`src/rtl/mcp3008_accel_reader.sv`:
```
// ---------------------------------------------------------------------------
// mcp3008_accel_reader
// SPI master for the MCP3004/3008 10-bit ADC that samples the throttle pedal
// and turns the raw code into the accel command for the commutation/PWM stage.
//
// Frame: cs_n low, SETUP half-period, then 17 SCLK periods (high half, low
// half). The 5 command bits {start, sgl, ch[2:0]} go out on din, changing on
// sclk falling edges. dout is sampled on the clk edge that raises sclk:
// rise 7 carries the null bit, rises 8..17 carry B9..B0. After the low half of
// period 17, cs_n rises, data/accel update and valid pulses; a GAP of
// GAP_HALVES half-periods keeps cs_n high before the next frame.
//
// Handshake: in IDLE a frame is accepted on any clk edge where start=1
// (AUTO=0) or on every IDLE edge (AUTO=1). start is ignored while busy and is
// never queued. sgl/ch are captured only at acceptance. valid is a 1-clk
// pulse with data/accel already updated on that cycle.
//
// Ports:
//   clk, rst_n      system clock, asynchronous active-low reset
//   start           frame request pulse (AUTO=0 only)
//   sgl, ch[2:0]    mode and channel, captured at acceptance
//   dout            ADC serial data out
//   sclk, cs_n, din SPI pins towards the ADC
//   busy            high from acceptance through the end of the gap
//   valid           1-clk pulse when data/accel update
//   data[9:0]       last raw ADC code
//   accel[9:0]      dead-band/clamp mapped throttle 0..ACCEL_MAX
//   null_err        sticky null-bit error, cleared only by reset
//
// Parameter notes: SCLK_HALF >= 2, GAP_HALVES >= 1,
// (ACCEL_HI-ACCEL_LO)*2 == ACCEL_MAX.
// ---------------------------------------------------------------------------
module mcp3008_accel_reader #(
    parameter int SCLK_HALF  = 2700,
    parameter int GAP_HALVES = 2,
    parameter int AUTO       = 1,
    parameter int ACCEL_LO   = 280,
    parameter int ACCEL_HI   = 780,
    parameter int ACCEL_MAX  = 1000
) (
    input  logic       clk,
    input  logic       rst_n,
    input  logic       start,
    input  logic       sgl,
    input  logic [2:0] ch,
    input  logic       dout,
    output logic       sclk,
    output logic       cs_n,
    output logic       din,
    output logic       busy,
    output logic       valid,
    output logic [9:0] data,
    output logic [9:0] accel,
    output logic       null_err
);

    localparam logic [1:0] ST_IDLE  = 2'd0;
    localparam logic [1:0] ST_SETUP = 2'd1;
    localparam logic [1:0] ST_SHIFT = 2'd2;
    localparam logic [1:0] ST_GAP   = 2'd3;

    localparam int DIV_W = $clog2(SCLK_HALF);
    localparam int GAP_W = $clog2(GAP_HALVES + 1);

    // Half-period index inside SHIFT: even = sclk high half of period
    // half_cnt/2+1, odd = its low half. 33 is the low half of period 17.
    localparam logic [5:0] HALF_NULL = 6'd11;  // ends before rise 7
    localparam logic [5:0] HALF_D9   = 6'd13;  // ends before rise 8
    localparam logic [5:0] HALF_LAST = 6'd33;

    logic [1:0]       state;
    logic [DIV_W-1:0] div_cnt;
    logic [5:0]       half_cnt;
    logic [GAP_W-1:0] gap_cnt;
    logic [3:0]       cmd_sr;     // remaining command bits sgl, ch2, ch1, ch0
    logic [9:0]       shift_q;
    logic             tick;
    logic             accept;
    logic [10:0]      raw_ext;
    logic [10:0]      map_val;

    assign tick   = (div_cnt == DIV_W'(SCLK_HALF - 1));
    assign accept = (state == ST_IDLE) && ((AUTO != 0) || start);

    // Dead-band / clamp map, done in 11 bits so the subtraction cannot wrap.
    always_comb begin
        raw_ext = {1'b0, shift_q};
        map_val = '0;
        if (raw_ext <= 11'(ACCEL_LO)) begin
            map_val = '0;
        end else if (raw_ext >= 11'(ACCEL_HI)) begin
            map_val = 11'(ACCEL_MAX);
        end else begin
            map_val = (raw_ext - 11'(ACCEL_LO)) << 1;
        end
    end

    always_ff @(posedge clk or negedge rst_n) begin
        if (!rst_n) begin
            state    <= ST_IDLE;
            div_cnt  <= '0;
            half_cnt <= '0;
            gap_cnt  <= '0;
            cmd_sr   <= '0;
            shift_q  <= '0;
            sclk     <= 1'b0;
            cs_n     <= 1'b1;
            din      <= 1'b0;
            busy     <= 1'b0;
            valid    <= 1'b0;
            data     <= '0;
            accel    <= '0;
            null_err <= 1'b0;
        end else begin
            valid <= 1'b0;

            // Divider is parked at 0 in IDLE so acceptance restarts it.
            if (state == ST_IDLE || tick) begin
                div_cnt <= '0;
            end else begin
                div_cnt <= div_cnt + 1'b1;
            end

            case (state)
                ST_IDLE: begin
                    if (accept) begin
                        state  <= ST_SETUP;
                        busy   <= 1'b1;
                        cs_n   <= 1'b0;
                        din    <= 1'b1;
                        sclk   <= 1'b0;
                        cmd_sr <= {sgl, ch};
                    end
                end

                ST_SETUP: begin
                    if (tick) begin
                        state    <= ST_SHIFT;
                        sclk     <= 1'b1;
                        half_cnt <= '0;
                    end
                end

                ST_SHIFT: begin
                    if (tick) begin
                        half_cnt <= half_cnt + 1'b1;
                        if (!half_cnt[0]) begin
                            // Falling edge: present the next command bit.
                            sclk   <= 1'b0;
                            din    <= cmd_sr[3];
                            cmd_sr <= {cmd_sr[2:0], 1'b0};
                        end else if (half_cnt == HALF_LAST) begin
                            cs_n    <= 1'b1;
                            data    <= shift_q;
                            accel   <= map_val[9:0];
                            valid   <= 1'b1;
                            state   <= ST_GAP;
                            gap_cnt <= '0;
                        end else begin
                            // Rising edge: dout is sampled on this same clk edge.
                            sclk <= 1'b1;
                            if (half_cnt == HALF_NULL) begin
                                if (dout) begin
                                    null_err <= 1'b1;
                                end
                            end else if (half_cnt >= HALF_D9) begin
                                shift_q <= {shift_q[8:0], dout};
                            end
                        end
                    end
                end

                ST_GAP: begin
                    if (tick) begin
                        if (gap_cnt == GAP_W'(GAP_HALVES - 1)) begin
                            state <= ST_IDLE;
                            busy  <= 1'b0;
                        end else begin
                            gap_cnt <= gap_cnt + 1'b1;
                        end
                    end
                end

                default: state <= ST_IDLE;
            endcase
        end
    end

endmodule

```
`config.mk`:
```
export PLATFORM = sky130hd
export DESIGN_NAME = mcp3008_accel_reader
export DESIGN_NICKNAME = d
export VERILOG_FILES = /design/src/rtl/mcp3008_accel_reader.sv
export SDC_FILE = /design/constraint.sdc
export NUM_CORES = 1
export LEC_CHECK = 0
export BUFFER_PORTS_ARGS = -buffer_cell sky130_fd_sc_hd__buf_2
export CAP_MARGIN = 20
export CORE_ASPECT_RATIO = 1.25
export CORE_UTILIZATION = 52
export DETAILED_ROUTE_END_ITERATION = 6
export GPL_TIMING_DRIVEN = 0
export PLACE_DENSITY = 0.84
export SKIP_CTS_REPAIR_TIMING = 1
export SYNTH_ARGS = -nofsm -noshare
export SYNTH_HDL_FRONTEND = slang
export SYNTH_SLANG_ARGS = --single-unit
```
`constraint.sdc`:
```
create_clock -name clk -period 2.65 [get_ports clk]
set_input_delay 0 -clock clk [delete_from_list [all_inputs] [get_ports clk]]
set_output_delay 0 -clock clk [all_outputs]
set_load 0.02 [all_outputs]
```
==> PnR_summary.wiki <==
{| class="wikitable"
! Metric !! Value
|-
| GRT Overall Usage || 21.4%
|-
| Initial drt markers || 154
|-
| Number of iterations in the first detailed-routing pass || 4
|-
| Max layer used || met4
|-
| Clock Skews || 0.00919 ns
|-
| Count of unique library cells instantiated by Yosys || 43
|-
| Number of failing hold endpoints at the final stage || 0
|-
| Synth area leader || sky130_fd_sc_hd__dfrtp_1
|-
| Critical Path Fanout Max || 3
|-
| Clock Pin Slew Worst Setup and Hold Paths || 0.08 ns
|-
| Slowest stage cell, crit path || sky130_fd_sc_hd__or4_4
|-
| Dpl cell area || 0.00317 mm^2
|-
| Final critical path time including I/O delays and setup || 2.64 ns
|-
| Number of global-route vias before repair || 2224
|-
| TritonCTS Sinks || 61
|-
| Register area share after synthesis || 52.4%
|-
| Final design utilization || 65.5%
|-
| Via-per-instance ratio || 5.57
|-
| # fillers || 434
|-
| Yosys warns || 0
|-
| Seq. cell area || 0.00153 mm^2
|-
| Max-Slew Margin vs Limit || 36.1%
|-
| Die height || 85.8 um
|-
| Number of setup violations in the final report || 0
|-
| Initial Util || 54.0%
|-
| Count of pins on the block boundary || 34
|-
| Number of CTS-inserted buffers || 9
|-
| Post-route standard cell area excluding fillers || 0.00354 mm^2
|-
| Unrepaired setup endpoints after global routing || yes
|-
| Delay of the slowest critical-path stage || 0.55 ns
|-
| Type of element capturing the critical path || register
|-
| DIE WIDTH || 69 um
|-
| Leakage power || 1.75 nW
|-
| Post-synthesis area per instance || 10.3 um^2
|-
| Crit path DAT || 2.87 ns
|-
| Area occupied by multi-input gates || 0.00132 mm^2
|-
| Core area || 0.00541 mm^2
|-
| Type of the most critical hold path || in -> async
|-
| Post-synthesis instance total || 282
|-
| Final worst path period share || 99.7%
|-
| Worst Setup SP || div_cnt[5]
|-
| Number of synthesized register bits || 61
|-
| Routed met2 length || 3.04 mm
|-
| Number of buffer cells added on primary ports || 31
|-
| Global placer's final weighted congestion || 0.792
|-
| Run status || finished clean
|-
| First-pass GRT wire length || 9.93 mm
|-
| Post-detailed-route count of antenna-violating nets || 0
|-
| Element type at the critical path start || register
|-
| Worst slack at placement || -0.0964 ns
|-
| CTS root buf || sky130_fd_sc_hd__clkbuf_8
|-
| Worst-skew pair later-pin latency || 0.35 ns
|-
| Maximum operating frequency || 379 MHz
|-
| Post-route setup slack || 0.00847 ns
|-
| Largest net degree at the start of global routing || 32
|-
| Inserted Diodes || 0
|-
| HPWL after DPL || 3.89 mm
|-
| Metal3 WL || 262 um
|-
| Area fraction of the dominant cell type after synthesis || 51.5%
|-
| Crit path buf inv count || 0
|-
| FF-to-FF Start || div_cnt[5]
|-
| Placement row count || 30
|-
| Total power || 2.00 mW
|-
| Area of the mapped netlist || 0.00292 mm^2
|-
| Clock tree from TritonCTS || built
|-
| Critical path's most frequent cell || sky130_fd_sc_hd__or4_4
|-
| Routed wire length per instance || 14.5 um
|-
| Delay-heaviest family, CP || simple AND/OR/NAND/NOR gates
|-
| Worst-path cell chain || or4_4 > or4_4 > or3_4 > a222oi_1 > mux2_1
|-
| Number of antenna violations at the first check in global routing || 0
|-
| Max-cap viol count || 0
|-
| Ranking of synthesized cells by area || sky130_fd_sc_hd__dfrtp_1, sky130_fd_sc_hd__mux2_2, sky130_fd_sc_hd__nand2_1, sky130_fd_sc_hd__ha_1, sky130_fd_sc_hd__o21ai_0
|-
| Number of H-tree branching levels || 3
|-
| Worst hold slack after final layout || 0.230 ns
|-
| Count of nets after finishing || 354
|-
| Remaining Overflow, GRT || 0
|-
| Vias || 2257
|-
| Post-Route WL || 5.86 mm
|-
| Largest vdd supply drop || 0.362 mV
|-
| Worst Path Class, Setup || reg -> reg
|-
| Sum of routed wire segments on met1 || 2.45 mm
|-
| Fraction of layout cells with a size suffix above 1 || 23.5%
|-
| Syn_nets || 300
|-
| Count of unresolved DRC violations after routing || 0
|-
| Area added between synthesis and finish || 21.3%
|-
| Worst EP required || 2.88 ns
|-
| Clock buffer depth || 2
|-
| Total Die Area || 0.00592 mm^2
|-
| P per Cell Area || 565 mW/mm^2
|-
| Max-slew violation count || 0
|-
| Tightest Pin Transition || 0.954 ns
|}
-- Yosys cell counts, drive strengths merged --
cell type,instances
mux2i,3
nand2,37
a21oi,13
xnor2,7
and2,1
or4,2
dfstp,1
o2bb2a,1
and3,6
o211ai,1
nor4,1
nand3,15
a22o,6
mux2,19
nand2b,1
or3,1
o311ai,1
ha,10
a222oi,1
dfrtp,60
o32a,1
a21o,2
a31oi,2
a221o,1
clkbuf,8
and4,1
nor3b,1
nor3,8
conb,1
nor2,19
o2bb2ai,1
inv,13
o31ai,2
nor2b,2
a41o,1
a211oi,1
xor2,6
nand4b,1
o21ai,22
a32o,1
buf,1
-- registers in the layout (all words and copies together), names as in the netlist --
| signal | count |
|---|---|
| din | 1 |
| half_cnt | 6 |
| cs_n | 1 |
| cmd_sr | 4 |
| gap_cnt | 2 |
| accel | 9 |
| state | 2 |
| shift_q | 10 |
| valid | 1 |
| busy | 1 |
| sclk | 1 |
| null_err | 1 |
| data | 10 |
| div_cnt | 12 |
-- layout make-up --
cell class	instances	area share, %
Timing Repair Buffer	43	7.71
Clock inverter	7	3.47
Sequential cell	61	43.2
Tap cell	64	2.26
Multi-Input combinational cell	199	37.4
Clock buffer	9	3.50
Buffer	9	1.10
Inverter	13	1.38
-- cell usage in the layout, fill, tap and decap left out, drive strengths merged, types with 3 or more instances in the layout --
| cell | n |
|---|---|
| a21oi | 13 |
| mux2i | 3 |
| o21ai | 22 |
| inv | 14 |
| dfrtp | 60 |
| nand3 | 15 |
| nand2 | 37 |
| nor2 | 19 |
| nor3 | 8 |
| dlygate4sd3 | 6 |
| and3 | 6 |
| xor2 | 6 |
| mux2 | 19 |
| clkbuf | 17 |
| bufinv | 3 |
| a22o | 6 |
| xnor2 | 7 |
| ha | 10 |
| buf | 38 |
-- path summary, 6_finish.rpt --
kind / endpoint / slack, ns / depth (start not counted)
worst max-delay path: state[1] / 0.008 / 5
worst min-delay path: data[8] / 0.23 / 2
worst max register to register: state[1] / 0.008 / 5
worst min register to register: null_err / 0.47 / 1
max in group asynchronous: div_cnt[2] / 1.80 / 3
min in group clk: cmd_sr[0] / 0.44 / 4
-- layer usage --
metal | track usage (%) | vias to the layer above
met4 | 10.8 | 0
li1 | - | 1099
met2 | 37.6 | 56
met3 | 5.41 | 10
met1 | 24.2 | 1092
met5 | 0 | -
-- where the power goes --
part / total (mW) / switching [mW] / internal [mW]
sequential: 0.937 / 0.00240 / 0.934
clock: 1.02 / 0.394 / 0.629
combinational: 0.0387 / 0.0235 / 0.0152
total: 2.00 / 0.420 / 1.58
-- cells by family (layout without fill, tap and decap cells) --
group	Yosys count	after routing	synth area share, %
AO/OA/AOI/OAI	57	57	12.4
flip-flops	61	61	52.4
other	1	1	0.129
multiplexers	22	22	8.36
XOR/XNOR	13	13	3.90
AND/OR/NAND/NOR	96	96	15.6
buffers and inverters	22	81	2.96
adder cells (fa/ha/maj)	10	10	4.29
-- per-stage QoR --
step                      TNS [ns]  std cells
after floorplan                  0        282
after CTS                   -0.201        394
after global routing       -0.0588        405
after detailed placement    -0.108        378
final                            0        405
after global placement     -0.0429        377
No activity file was read; power rests on OpenSTA's default activity.
